## config.mk

```make
export PLATFORM = sky130hd
export DESIGN_NAME = des_decrypt_key_sched
export DESIGN_NICKNAME = d
export VERILOG_FILES = /design/src/rtl/des_pkg.sv /design/src/rtl/Permuted_Choice2.sv /design/src/rtl/des_decrypt_key_sched.sv
export SDC_FILE = /design/constraint.sdc
export NUM_CORES = 1
export LEC_CHECK = 0
export CAP_MARGIN = 20
export CORE_MARGIN = 10
export CORE_UTILIZATION = 53
export CTS_CLUSTER_SIZE = 40
export DETAILED_ROUTE_END_ITERATION = 12
export PLACE_DENSITY = 0.85
export SLEW_MARGIN = 20
export SYNTH_ARGS = -nofsm -noshare
export SYNTH_HDL_FRONTEND = slang
export SYNTH_SLANG_ARGS = --single-unit
```

## constraint.sdc

```tcl
create_clock -name CLK -period 4.1 [get_ports CLK]
set_input_delay 0.82 -clock CLK [delete_from_list [all_inputs] [get_ports CLK]]
set_output_delay 0.82 -clock CLK [all_outputs]
set_load 0.005 [all_outputs]
```

## src/rtl/des_pkg.sv

```systemverilog
// Shared DES key-schedule constants: PC-1/PC-2 tables (FIPS numbering),
// the forward shift schedule, and small helpers used by the decrypt scheduler.
package des_pkg;

  typedef logic [4:0] round_t;

  typedef enum logic {
    S_IDLE,
    S_STREAM
  } sched_state_t;

  localparam int PC1_TBL [56] = '{
    57, 49, 41, 33, 25, 17,  9,  1, 58, 50, 42, 34, 26, 18,
    10,  2, 59, 51, 43, 35, 27, 19, 11,  3, 60, 52, 44, 36,
    63, 55, 47, 39, 31, 23, 15,  7, 62, 54, 46, 38, 30, 22,
    14,  6, 61, 53, 45, 37, 29, 21, 13,  5, 28, 20, 12,  4
  };

  localparam int PC2_TBL [48] = '{
    14, 17, 11, 24,  1,  5,  3, 28, 15,  6, 21, 10,
    23, 19, 12,  4, 26,  8, 16,  7, 27, 20, 13,  2,
    41, 52, 31, 37, 47, 55, 30, 40, 51, 45, 33, 48,
    44, 49, 39, 56, 34, 53, 46, 42, 50, 36, 29, 32
  };

  // Forward left-shift count for rounds 1..16 (index 0 = round 1)
  localparam logic [1:0] SHIFT_SCHED [16] = '{
    2'd1, 2'd1, 2'd2, 2'd2, 2'd2, 2'd2, 2'd2, 2'd2,
    2'd1, 2'd2, 2'd2, 2'd2, 2'd2, 2'd2, 2'd2, 2'd1
  };

  // Result is {C,D} with FIPS bit 1 of C at [56]
  function automatic logic [56:1] pc1(input logic [64:1] key);
    logic [56:1] res;
    res = '0;
    for (int i = 1; i <= 56; i++) begin
      res[57-i] = key[65-PC1_TBL[i-1]];
    end
    return res;
  endfunction

  function automatic logic [1:0] rsh(input round_t r);
    return SHIFT_SCHED[4'(r - 5'd1)];
  endfunction

  function automatic logic [28:1] rotr(input logic [28:1] x, input logic [1:0] n);
    return (n == 2'd1) ? {x[1], x[28:2]} : {x[2:1], x[28:3]};
  endfunction

  function automatic logic key_parity_ok(input logic [64:1] key);
    logic ok;
    ok = 1'b1;
    for (int b = 0; b < 8; b++) begin
      ok = ok & (^key[8*b+1 +: 8]);
    end
    return ok;
  endfunction

endpackage

```

## src/rtl/Permuted_Choice2.sv

```systemverilog
// PC-2 selection of a 48-bit round subkey from the C/D halves.
module Permuted_Choice2
  import des_pkg::*;
(
  input  logic [28:1] c,
  input  logic [28:1] d,
  output logic [48:1] subkey
);

  logic [56:1] cd;

  assign cd = {c, d};

  for (genvar i = 1; i <= 48; i++) begin : g_bit
    assign subkey[49-i] = cd[57-PC2_TBL[i-1]];
  end

endmodule

```

## src/rtl/des_decrypt_key_sched.sv

```systemverilog
// Streams DES subkeys K16..K1 using right rotations of C/D, one per handshake.
// Optional key parity rejection is enabled by defining DES_KEY_PARITY_CHECK_EN.
module des_decrypt_key_sched
  import des_pkg::*;
(
  input  logic        CLK,
  input  logic        RESET,
  input  logic        START,
  input  logic [64:1] KEY_IN,
  output logic [48:1] SUBKEY,
  output logic        SUBKEY_VALID,
  input  logic        SUBKEY_READY,
  output logic [5:1]  ROUND,
  output logic        BUSY,
  output logic        DONE,
  output logic        PARITY_ERR
);

  // state    | meaning
  // S_IDLE   | waiting for START; ROUND is 0
  // S_STREAM | presenting K[ROUND]; advances on VALID & READY

  sched_state_t state;
  logic [28:1]  c_half;
  logic [28:1]  d_half;
  round_t       round;
  logic         done_q;
  logic         perr_q;
  logic         key_ok;

`ifdef DES_KEY_PARITY_CHECK_EN
  assign key_ok = key_parity_ok(KEY_IN);
`else
  logic unused_key;
  assign unused_key = ^KEY_IN;
  assign key_ok     = 1'b1;
`endif

  always_ff @(posedge CLK or posedge RESET) begin
    if (RESET) begin
      state  <= S_IDLE;
      c_half <= '0;
      d_half <= '0;
      round  <= '0;
      done_q <= 1'b0;
      perr_q <= 1'b0;
    end else begin
      done_q <= 1'b0;
      perr_q <= 1'b0;
      case (state)
        S_IDLE: begin
          if (START) begin
            if (key_ok) begin
              // PC-1 output already equals C16/D16, so K16 needs no rotation
              {c_half, d_half} <= pc1(KEY_IN);
              round            <= 5'd16;
              state            <= S_STREAM;
            end else begin
              perr_q <= 1'b1;
            end
          end
        end
        S_STREAM: begin
          if (SUBKEY_READY) begin
            if (round > 5'd1) begin
              c_half <= rotr(c_half, rsh(round));
              d_half <= rotr(d_half, rsh(round));
              round  <= round - 5'd1;
            end else begin
              round  <= '0;
              state  <= S_IDLE;
              done_q <= 1'b1;
            end
          end
        end
        default: state <= S_IDLE;
      endcase
    end
  end

  Permuted_Choice2 u_pc2 (
    .c      (c_half),
    .d      (d_half),
    .subkey (SUBKEY)
  );

  assign SUBKEY_VALID = (state == S_STREAM);
  assign BUSY         = (state == S_STREAM);
  assign ROUND        = round;
  assign DONE         = done_q;
  assign PARITY_ERR   = perr_q;

endmodule

```

==> flow_summary_export.csv <==
group,metric,value,unit
floorplanning,die_x,113,um
worst_setup_path,worstPathMaxFanout,56,
floorplanning,core,8300,um2
min_path,min_path_type,"reg -> reg",
floorplanning,die_h,113,um
run,maxCapViolCount,0,
synth,netlist_instances,560,
sta,setup_viol,0,
clocking,cts_setup_buffers,0,
worst_setup_path,endpoint_kind,"flip-flop",
synth,synth_seq_area_share,34.5,%
clocking,cts_tree,"done",
placement,place.gp.congestion,0.787,
sta,fin_crit_sh,75.6,%
global_route,antenna_found_initial,0,
worst_setup_path,cp_num_buf_inv,1,
placement,portBuffers,115,
synth,synthTopCellsByArea,"dfrtp_1, o32a_1, buf_4",
route,avgViaCountPerCell,6.42,
synth,synthArstFlopShare,100,%
clocking,cts_made_buffers,9,
power_and_ir_drop,powerDensity,933,nW/um2
finish,drive_gt1_share,4.62,%
finish,n_fill_cell,677,
worst_setup_path,ff2ff_path_depth,6,
synth,synth.distinct_cells,36,
synth,yosys.area.top_type,"dfrtp_1",
finish,diodes,0,
synth,syn_area,4580,um2
synth,synth_nets,632,
clocking,cts.sinks,63,
global_route,grt_overflow,0,
floorplanning,pin_count,125,
clocking,cts_max_path_buffers,2,
finish,final_util,65.6,%
clocking,clock_latency,0.34,ns
clocking,cts_resized,0,
worst_setup_path,cp_top_family,"simple AND/OR/NAND/NOR gates",
sta,max_slew_margin,26.4,%
sta,setup-tns-final,0,ns
clocking,path_clk_slew,0.08,ns
worst_setup_path,arrival,3.32,ns
worst_setup_path,max_stage_delay,0.96,ns
synth,synth_edf_count,0,
worst_setup_path,cp_slowest_cell,"and3_2",
clocking,cts-htree-levels,3,
finish,final_nets,652,
worst_setup_path,setup.worst_path.start,"ROUND[1]",
min_path,holdPathEnd,"d_half[22]",
worst_setup_path,worst-r2r-setup-slack,1.0,ns
synth,synth_most_common_cell,"dfrtp_1",
route,dr.pass1.iters,6,
synth,synthFlopType,"dfrtp_1",
global_route,grt_pass1_wl,20900,um
worst_setup_path,critPathRequiredTime,4.32,ns
worst_setup_path,rr_endpoint,"c_half[7]",
sta,skew,0.0144,ns
placement,dp.cells,673,
worst_setup_path,r2r-start,"ROUND[1]",
route,vias,4432,
sta,finalHoldViolCount,0,
global_route,grt_pass1_vias,4130,
floorplanning,initial_core_util,55.1,%
min_path,hold_depth,1,
synth,synth_top_area_share,34.5,%
global_route,track_usage,19.0,%
sta,fmax,322,MHz
power_and_ir_drop,p_leak,2.35,nW
sta,slew_viol_final,0,
worst_setup_path,path_cells,"inv_1, ha_1, nor3b_1, and3_2, nor4_1, o32a_1",
sta,rsz0062_at_grt,"no",
clocking,hold_buffers,0,
placement,dp_slack,1.15,ns
route,drtIter0Drc,308,
synth,synth_commonest_cells,"dfrtp_1, inv_1, nand2_1, o21ai_0",
sta,whs,0.504,ns
global_route,grt_max_degree,121,
synth,ys_warn_count,0,
route,wire_per_inst,18.8,um
sta,fin_ws,0.999,ns
min_path,hold_start,"d_half[22]",
placement,dp.final_hpwl,8130,um
sta,fin_crit,3.10,ns
floorplanning,fp.dieArea,12700,um2
sta,tightest_slew,1.10,ns
route,remaining_drc_errors,0,
finish,area_growth,19.1,%
worst_setup_path,critical_path_class,"reg -> reg",
synth,avgSynthCellArea,8.17,um2
route,wl,13000,um
power_and_ir_drop,ir_worst_vdd,0.000513,V
floorplanning,rows,33,
run_status,outcome,"finished clean",
worst_setup_path,cp-start-kind,"flip-flop",
synth,ys_seq_elements,63,
finish,instances_no_fill,690,
route,postRouteAntennaNets,0,
clocking,root_buffer,"clkbuf_8",
## report_power, final
group          internal, mW  switching [mW]  total, mW
Combinational          1.60            1.59       3.19
Sequential            0.956           0.426       1.38
Clock                 0.271           0.239      0.511
Total                  2.83            2.26       5.08
## flip-flops by register name, summed over array words and instances, names as in the netlist
signal  flops
BUSY        1
DONE        1
ROUND       5
c_half     28
d_half     28
## cells by family (layout without fill, tap and decap cells)
logic type	after synthesis	in the layout	share of synthesized area, %
simple gates	131	131	14.5
compound gates	186	186	29.2
buf+inv	174	199	20.5
flops	63	63	34.5
mux	1	1	0.219
fa+ha+maj	4	4	1.09
other cells	1	1	0.0820
## worst max-delay path by stage
stage | cells past startpoint | slack [ns] | endpoint
floorplan | 1 | 1.71 | BUSY
global placement | 6 | 1.28 | d_half[3]
detailed placement | 6 | 1.15 | c_half[7]
CTS | 6 | 1.10 | c_half[7]
global route | 6 | 0.76 | d_half[28]
finish | 6 | 1.0 | c_half[7]
## cells in the final DEF, fill, tap and decap left out, types with 2 or more instances in the layout
master,count
nand3_1,2
ha_1,4
a31oi_1,56
inv_1,61
dfrtp_1,62
buf_4,4
clkbuf_8,12
buf_12,2
nor3b_1,2
o32a_1,56
nor2_1,3
nand2_1,60
a21o_1,2
clkdlybuf4s50_1,115
nor3_1,2
clkbuf_1,4
o21ai_0,60
nor4_1,56
## per-stage QoR
step | power [mW] | cell area, um2
2_1_floorplan | 3.81 | 4580
3_3_place_gp | 4.40 | 5240
3_5_place_dp | 4.53 | 5240
4_1_cts | 5.05 | 5420
5_1_grt | 5.50 | 5450
6_report | 5.08 | 5450
## per-layer routing
metal / track usage (%) / routed length [um]
met5: 0 / 0
met4: 6.43 / 231
met3: 3.75 / 1000
met2: 30.7 / 6440
met1: 24.7 / 5290
## worst register-to-register path: cells and delay by family, from the launching register on
family          cells  cell delay, ns
fa+ha+maj           1            0.34
flops               1            0.52
simple gates        3            1.65
buf+inv             1            0.13
compound gates      1            0.34
## final cells by class
cell class                      count  area [um2]  share of cell area (%)
Clock buffer                       16         180                    3.31
Inverter                           62         234                    4.29
Multi-Input combinational cell    323        2100                    38.6
Sequential cell                    63        1580                    29.0
Tap cell                          105         131                    2.41
Timing Repair Buffer              121        1220                    22.4
Note: power is estimated with default switching activity, not from simulation.
